<file path="config.mk">
export PLATFORM = sky130hd
export DESIGN_NAME = sim_uart_xcvr
export DESIGN_NICKNAME = d
export VERILOG_FILES = /design/src/rtl/sim_uart_xcvr.sv
export SDC_FILE = /design/constraint.sdc
export NUM_CORES = 1
export LEC_CHECK = 0
export ABC_CLOCK_PERIOD_IN_PS = 3400
export BUFFER_PORTS_ARGS = -buffer_cell sky130_fd_sc_hd__buf_2
export CORE_ASPECT_RATIO = 1.5
export CORE_UTILIZATION = 30
export DETAILED_ROUTE_END_ITERATION = 10
export PLACE_DENSITY = 0.53
export REMOVE_ABC_BUFFERS = 1
export SYNTH_ARGS = -nofsm -noshare
export SYNTH_HDL_FRONTEND = slang
export SYNTH_SLANG_ARGS = --single-unit
</file>
<file path="constraint.sdc">
create_clock -name i_clk -period 3.4 [get_ports i_clk]
set_input_delay 0.85 -clock i_clk [delete_from_list [all_inputs] [get_ports i_clk]]
set_output_delay 0.85 -clock i_clk [all_outputs]
set_load 0.01 [all_outputs]
</file>
<file path="src/rtl/sim_uart_xcvr.sv">
// 8N1 UART transceiver with RTS/CTS flow control, a small receive FIFO and
// one-cycle frame-error / overrun pulses.
module sim_uart_xcvr #(
   parameter int unsigned CLKS_PER_BIT  = 87,
   parameter int unsigned RX_FIFO_DEPTH = 4
) (
   input  logic       i_clk,
   input  logic       i_rst,
   input  logic       i_uart_cts_n,
   input  logic       i_uart_rxd,
   output logic       o_uart_rts_n,
   output logic       o_uart_txd,
   input  logic       i_tx_valid,
   input  logic [7:0] i_tx_data,
   output logic       o_tx_ready,
   output logic       o_rx_valid,
   output logic [7:0] o_rx_data,
   input  logic       i_rx_ready,
   output logic       o_rx_frame_err,
   output logic       o_rx_overrun
);

   localparam int unsigned CntW = $clog2(CLKS_PER_BIT);
   localparam int unsigned PtrW = $clog2(RX_FIFO_DEPTH);
   localparam logic [CntW-1:0] BitEnd    = CntW'(CLKS_PER_BIT - 1);
   localparam logic [CntW-1:0] HalfEnd   = CntW'(CLKS_PER_BIT / 2 - 1);
   localparam logic [PtrW:0]   RtsLevel  = (PtrW + 1)'(RX_FIFO_DEPTH - 1);
   localparam logic [PtrW:0]   FullLevel = (PtrW + 1)'(RX_FIFO_DEPTH);

   typedef enum logic [2:0] {TxIdle, TxWaitCts, TxStart, TxData, TxStop} tx_state_e;
   typedef enum logic [1:0] {RxIdle, RxStart, RxData, RxStop} rx_state_e;

   logic [1:0] rxd_sync_q, cts_sync_q;
   logic       rxd_prev_q;
   logic       rxd_s, cts_n_s, rxd_fall;

   always_ff @(posedge i_clk or posedge i_rst) begin
      if (i_rst) begin
         rxd_sync_q <= 2'b11;
         cts_sync_q <= 2'b11;
         rxd_prev_q <= 1'b1;
      end else begin
         rxd_sync_q <= {rxd_sync_q[0], i_uart_rxd};
         cts_sync_q <= {cts_sync_q[0], i_uart_cts_n};
         rxd_prev_q <= rxd_sync_q[1];
      end
   end

   assign rxd_s    = rxd_sync_q[1];
   assign cts_n_s  = cts_sync_q[1];
   assign rxd_fall = rxd_prev_q & ~rxd_s;

   // ---------------- transmitter ----------------
   tx_state_e       tx_state_q, tx_state_d;
   logic [CntW-1:0] tx_cnt_q, tx_cnt_d;
   logic [2:0]      tx_bit_q, tx_bit_d;
   logic [7:0]      tx_shift_q, tx_shift_d;
   logic            txd_q, txd_d;
   logic            tx_ready_q;

   always_comb begin
      tx_state_d = tx_state_q;
      tx_cnt_d   = tx_cnt_q;
      tx_bit_d   = tx_bit_q;
      tx_shift_d = tx_shift_q;
      txd_d      = 1'b1;
      unique case (tx_state_q)
         TxIdle: begin
            if (i_tx_valid && tx_ready_q) begin
               tx_shift_d = i_tx_data;
               tx_state_d = TxWaitCts;
            end
         end
         TxWaitCts: begin
            if (!cts_n_s) begin
               tx_cnt_d   = '0;
               tx_state_d = TxStart;
            end
         end
         TxStart: begin
            txd_d = 1'b0;
            if (tx_cnt_q == BitEnd) begin
               tx_cnt_d   = '0;
               tx_bit_d   = '0;
               tx_state_d = TxData;
            end else begin
               tx_cnt_d = tx_cnt_q + 1'b1;
            end
         end
         TxData: begin
            txd_d = tx_shift_q[0];
            if (tx_cnt_q == BitEnd) begin
               tx_cnt_d   = '0;
               tx_shift_d = {1'b0, tx_shift_q[7:1]};
               if (tx_bit_q == 3'd7) tx_state_d = TxStop;
               else                  tx_bit_d   = tx_bit_q + 1'b1;
            end else begin
               tx_cnt_d = tx_cnt_q + 1'b1;
            end
         end
         TxStop: begin
            if (tx_cnt_q == BitEnd) begin
               tx_cnt_d   = '0;
               tx_state_d = TxIdle;
            end else begin
               tx_cnt_d = tx_cnt_q + 1'b1;
            end
         end
         default: tx_state_d = TxIdle;
      endcase
   end

   // txd is registered from the current state, so the line lags the FSM by one cycle.
   always_ff @(posedge i_clk or posedge i_rst) begin
      if (i_rst) begin
         tx_state_q <= TxIdle;
         tx_cnt_q   <= '0;
         tx_bit_q   <= '0;
         tx_shift_q <= '0;
         txd_q      <= 1'b1;
         tx_ready_q <= 1'b0;
      end else begin
         tx_state_q <= tx_state_d;
         tx_cnt_q   <= tx_cnt_d;
         tx_bit_q   <= tx_bit_d;
         tx_shift_q <= tx_shift_d;
         txd_q      <= txd_d;
         tx_ready_q <= (tx_state_d == TxIdle);
      end
   end

   // ---------------- receiver ----------------
   rx_state_e       rx_state_q, rx_state_d;
   logic [CntW-1:0] rx_cnt_q, rx_cnt_d;
   logic [2:0]      rx_bit_q, rx_bit_d;
   logic [7:0]      rx_shift_q, rx_shift_d;
   logic            rx_push, rx_pop, fifo_full;
   logic            frame_err_q, frame_err_d, overrun_q, overrun_d;

   always_comb begin
      rx_state_d  = rx_state_q;
      rx_cnt_d    = rx_cnt_q;
      rx_bit_d    = rx_bit_q;
      rx_shift_d  = rx_shift_q;
      rx_push     = 1'b0;
      frame_err_d = 1'b0;
      overrun_d   = 1'b0;
      unique case (rx_state_q)
         RxIdle: begin
            if (rxd_fall) begin
               rx_cnt_d   = '0;
               rx_state_d = RxStart;
            end
         end
         RxStart: begin
            if (rx_cnt_q == HalfEnd) begin
               rx_cnt_d   = '0;
               rx_bit_d   = '0;
               rx_state_d = rxd_s ? RxIdle : RxData;
            end else begin
               rx_cnt_d = rx_cnt_q + 1'b1;
            end
         end
         RxData: begin
            if (rx_cnt_q == BitEnd) begin
               rx_cnt_d   = '0;
               rx_shift_d = {rxd_s, rx_shift_q[7:1]};
               if (rx_bit_q == 3'd7) rx_state_d = RxStop;
               else                  rx_bit_d   = rx_bit_q + 1'b1;
            end else begin
               rx_cnt_d = rx_cnt_q + 1'b1;
            end
         end
         RxStop: begin
            if (rx_cnt_q == BitEnd) begin
               rx_cnt_d   = '0;
               rx_state_d = RxIdle;
               // A pop in the same cycle frees a slot, so a full FIFO can still take the byte.
               if (!rxd_s)                    frame_err_d = 1'b1;
               else if (fifo_full && !rx_pop) overrun_d   = 1'b1;
               else                           rx_push     = 1'b1;
            end else begin
               rx_cnt_d = rx_cnt_q + 1'b1;
            end
         end
         default: rx_state_d = RxIdle;
      endcase
   end

   always_ff @(posedge i_clk or posedge i_rst) begin
      if (i_rst) begin
         rx_state_q  <= RxIdle;
         rx_cnt_q    <= '0;
         rx_bit_q    <= '0;
         rx_shift_q  <= '0;
         frame_err_q <= 1'b0;
         overrun_q   <= 1'b0;
      end else begin
         rx_state_q  <= rx_state_d;
         rx_cnt_q    <= rx_cnt_d;
         rx_bit_q    <= rx_bit_d;
         rx_shift_q  <= rx_shift_d;
         frame_err_q <= frame_err_d;
         overrun_q   <= overrun_d;
      end
   end

   // ---------------- receive FIFO ----------------
   logic [7:0]      fifo_mem_q [RX_FIFO_DEPTH];
   logic [PtrW-1:0] wr_ptr_q, rd_ptr_q;
   logic [PtrW:0]   fifo_cnt_q, fifo_cnt_d;
   logic            rts_n_q;

   assign fifo_full = (fifo_cnt_q == FullLevel);
   assign rx_pop    = o_rx_valid & i_rx_ready;

   always_comb begin
      fifo_cnt_d = fifo_cnt_q;
      if (rx_push && !rx_pop)      fifo_cnt_d = fifo_cnt_q + 1'b1;
      else if (!rx_push && rx_pop) fifo_cnt_d = fifo_cnt_q - 1'b1;
   end

   always_ff @(posedge i_clk or posedge i_rst) begin
      if (i_rst) begin
         for (int unsigned i = 0; i < RX_FIFO_DEPTH; i++) fifo_mem_q[i] <= '0;
         wr_ptr_q   <= '0;
         rd_ptr_q   <= '0;
         fifo_cnt_q <= '0;
         rts_n_q    <= 1'b1;
      end else begin
         if (rx_push) begin
            fifo_mem_q[wr_ptr_q] <= rx_shift_q;
            wr_ptr_q             <= wr_ptr_q + 1'b1;
         end
         if (rx_pop) rd_ptr_q <= rd_ptr_q + 1'b1;
         fifo_cnt_q <= fifo_cnt_d;
         rts_n_q    <= (fifo_cnt_q >= RtsLevel);
      end
   end

   assign o_uart_txd     = txd_q;
   assign o_tx_ready     = tx_ready_q;
   assign o_uart_rts_n   = rts_n_q;
   assign o_rx_valid     = (fifo_cnt_q != '0);
   assign o_rx_data      = fifo_mem_q[rd_ptr_q];
   assign o_rx_frame_err = frame_err_q;
   assign o_rx_overrun   = overrun_q;

endmodule

</file>
==> results.md <==
- Among all flip-flop cells after synthesis, the most frequent one is dfrtp_1.
- The accumulated negative setup slack is 0 ns.
- The mapped netlist covers 0.00428 mm2.
- The number of different library cells used by synthesis comes to 54.
- The depth of the CTS H-tree is 3.
- Setup repair after global routing left no endpoint under its margin.
- The sequential element share of the synthesized area is 52.8%.
- At the pin with the least slew margin, the transition time is 0.938 ns.
- The number of instances in the synthesized netlist is 336.
- The wire-length estimate of the detail-placed layout is 5.58 mm.
- The power density relative to cell area is 622 mW/mm2.
- The first-pass GRT wire length is 14.2 mm.
- TritonCTS created 9 clock buffers.
- The number of standard-cell rows in the floorplan is 53.
- The sum of overflow across all layers after global routing is 0.
- Across all hold checks on the routed design, the worst slack comes to 0.357 ns.
- During I/O placement, the number of pins put on the boundary was 28.
- The slowest stage of the critical path belongs to the cell nor4_4.
- The path class of the tightest hold or removal check is flop to flop.
- The die outline height is 148 um.
- The clock tree from TritonCTS is built.
- The maximum number of pins on one net before global-route repair is 54.
- Of the available clock period, the critical path in the final layout requires 83.5%.
- At the end of routability-driven placement, the weighted congestion stood at 0.739.
- Across the VDD grid, the largest voltage drop is 262 uV.
- Derived from the worst setup path, the maximum achievable clock frequency is 352 MHz.
- The number of antenna diodes in the final layout is 0.
- The source of the worst register-to-register timing path is rx_cnt_q[0]$_DFFE_PP0P_.
- The required arrival time at the worst endpoint is 3.66 ns.
- Post-CTS timing repair inserted 0 buffers for setup.
- After synthesis, the mean cell area works out to 12.7 um2.
- The worst setup slack before clock tree synthesis is 0.346 ns.
- The via density per instance is 4.93.
- Global routing consumed, over all layers together, 12.3% of the routing resources.
- The number of hold violations in the final report is 0.
- The count of placed standard cells including taps is 546.
- The first detailed-routing pass ran for 4 iterations.
- In this run, post-CTS hold repair placed 0 buffers.
- The endpoint arrival time on the critical path is 3.10 ns.
- The post-cts resize count is 0.
- The detailed router finished its first iteration with 85 violations.
- In the detailed route, the total length drawn on met2 is 4.29 mm.
- In the post-route analysis, the smallest setup slack over all paths is 0.562 ns.
- The source-to-sink clock delay at the later pin of the worst-skew pair is 0.34 ns.
- Relative to the synthesized area, the layout overhead comes to 16.0%.
- The smallest clock period supported by the final layout is computed as 2.84 ns.
- Counting flops with a built-in enable in the synthesized netlist gives 0.
- The run finished with clean final reports.
- The region available for standard cell placement spans 0.0140 mm2.
- After detailed routing, the average wire length per cell comes to 14.7 um.
- In this run the tool buffered the top-level ports with 27 buffer cells.
- The detailed router placed 2769 vias in this run.
- Counting the fill cells in the layout gives 1370.
- In this run the clock root is driven by a clkbuf_16.
- The count of warnings emitted by yosys is 0.
- The async set-or-reset flop fraction in the synthesized netlist is 100%.
- The number of setup violations in the final report is 0.
- Once placement finished, the instance area stood at 0.00464 mm2.
- The detailed router put a total of 3.59 mm of wire on met1.
- The die covers 0.0148 mm2.
- The max-slew violation count was 0.
- The critical path goes through inv_1 -> ha_1 -> nand2_1 -> nor4_4 -> and2_1 -> ha_1 -> inv_1 -> fa_1 -> xor2_1 -> nor2_1 -> xor2_1.
- The count of placed standard cells in the final layout, fillers left out is 562.
- The effective utilization at floorplan is 30.6%.
- CTS saw 90 sinks.
- Cells with a size suffix above 1 make up 33.8% of the layout.
- The net count of the finished layout is 393.
- In this run, synthesis produced a sequential element count of 90.
- The overall routed net length is 8.28 mm.
- In this run the worst path has a maximum fanout of 7.
- The routed design uses 278 um of met3 wire.
- The number of global-route vias before repair came to 2945.
- STA classifies the critical path endpoint as a flop.
- Summing all non-filler instances in the final layout gives an area of 0.00496 mm2.
- The worst hold path begins at cts_sync_q[0]$_DFF_PP1_.
- The worst clock skew is 0.00855 ns.
- The number of antenna violations at the first check in global routing is 0.
- The detail route stage leaves a number of antenna-violating nets equal to 0.
- The tightest slew margin relative to the limit is 36.9%.
- On the worst path, the slowest cell contributes a delay of 0.55 ns.
- Summed over all cells, the static leakage comes to 2.31 nW.
- The class of the most critical setup path is flop to flop.
- The clock slew at the register clock pins of the worst setup and hold paths is 0.07 ns.
- After detailed routing, the number of remaining DRC violations is 0.
- In this run the horizontal extent of the chip is 99.5 um.
- In this run the top signal layer used is met4.
- Tracing the worst setup path back leads to its startpoint at rx_cnt_q[0]$_DFFE_PP0P_.
- The clock tree buffer depth is 2.
- The kind of launch point of the worst setup path is a flop.
- Max-cap violations in this run came to 0.
==> power by group <==
group          total (mW)  switching (mW)  internal [mW]
Clock                1.08           0.429          0.655
Combinational       0.604           0.303          0.300
Sequential           1.40           0.174           1.23
==> critical path, delay by kind of cell (launching register included) <==
| family | cells | cell delay (ns) |
|---|---|---|
| simple gates | 4 | 1.11 |
| fa+ha+maj | 3 | 0.77 |
| flops | 1 | 0.39 |
| xor+xnor | 2 | 0.34 |
| buf+inv | 2 | 0.14 |
==> sequential cells by signal (all words and copies together), names as in the netlist, named ones only <==
register,flops
rxd_prev_q,1
rx_state_q,1
rxd_sync_q,2
o_rx_frame_err,1
rd_ptr_q,2
rx_shift_q,8
o_uart_rts_n,1
tx_shift_q,8
tx_bit_q,3
o_tx_ready,1
rx_bit_q,3
fifo_cnt_q,3
wr_ptr_q,2
tx_state_q,3
fifo_mem_q,32
o_rx_overrun,1
cts_sync_q,2
o_uart_txd,1
rx_cnt_q,7
tx_cnt_q,7
==> metrics by stage <==
step	util (%)	total power, mW
after floorplan	-	1.86
after global placement	33.2	2.00
after detailed placement	33.2	2.03
after CTS	35.5	3.14
after global routing	35.5	3.28
final	35.5	3.09
==> cell type report <==
| cell class | count | area, um2 | area share (%) |
|---|---|---|---|
| Clock buffer | 10 | 229 | 4.61 |
| Clock inverter | 6 | 96.3 | 1.94 |
| Inverter | 13 | 50.0 | 1.01 |
| Multi-Input combinational cell | 223 | 1930 | 38.9 |
| Sequential cell | 90 | 2260 | 45.5 |
| Tap cell | 192 | 240 | 4.84 |
| Timing Repair Buffer | 28 | 155 | 3.13 |
==> metal layers <==
| layer | global-route usage, % | vias up |
|---|---|---|
| met5 | 0 | - |
| met4 | 4.19 | 0 |
| met3 | 3.20 | 10 |
| met2 | 22.0 | 36 |
| met1 | 14.1 | 1440 |
| li1 | - | 1283 |
==> cells in the mapped netlist, types with 2 or more instances <==
master | n | area, um2
nor2b_1 | 6 | 37.5
inv_1 | 13 | 48.8
nand4_1 | 4 | 25.0
dfstp_2 | 7 | 184
a31oi_1 | 5 | 31.3
a221o_1 | 3 | 30.0
xor2_1 | 4 | 35.0
xnor2_1 | 4 | 35.0
o311ai_0 | 2 | 17.5
and2_1 | 5 | 31.3
mux2i_1 | 2 | 20.0
nand3_1 | 9 | 45.0
o21ai_0 | 9 | 45.0
mux2_2 | 55 | 619
nand2b_1 | 8 | 50.1
nand3_2 | 4 | 40.0
mux4_2 | 8 | 180
a21oi_1 | 6 | 30.0
dfrtp_1 | 83 | 2080
nand2_1 | 21 | 78.8
nor2_1 | 12 | 45.0
a22o_1 | 5 | 43.8
or3_1 | 2 | 12.5
clkbuf_1 | 9 | 33.8
a211oi_1 | 4 | 30.0
ha_1 | 13 | 163
o31ai_1 | 2 | 15.0
a21boi_0 | 2 | 15.0
and3_1 | 4 | 25.0
==> cells by family after synthesis <==
family	share of synthesized area [%]
compound gates	7.92
xor+xnor	1.64
fa+ha+maj	4.27
buf+inv	2.02
flops	52.8
mux	19.4
simple gates	11.9
==> placed cells by master, fill, tap and decap left out, types with 3 or more instances in the layout <==
cell type and instances:
and3_1 4, a31oi_1 5, clkbuf_16 9, nand2b_1 8, nand4_1 4, a22o_1 5
dfstp_2 7, mux2_2 55, a211oi_1 4, ha_1 13, xor2_1 4, xnor2_1 4
inv_1 12, nand3_2 4, dfrtp_1 83, a21oi_1 6, o21ai_0 9, buf_2 27
nand2_1 21, nand3_1 9, mux4_2 8, and2_1 5, nor2_1 12, nor2b_1 6
a221o_1 3
==> worst paths after layout <==
path                                                  end  slack [ns]  cells after the start
worst max-delay path            fifo_cnt_q[2]$_DFFE_PP0P_        0.56                     11
worst min-delay path              cts_sync_q[1]$_DFF_PP1_        0.36                      0
worst max register to register  fifo_cnt_q[2]$_DFFE_PP0P_        0.56                     11
worst min register to register    cts_sync_q[1]$_DFF_PP1_        0.36                      0
max in group asynchronous            rxd_prev_q$_DFF_PP1_        2.05                      3
min in group asynchronous         tx_cnt_q[1]$_DFFE_PP0P_        0.60                      2
Power figures use the tool's default switching activity.
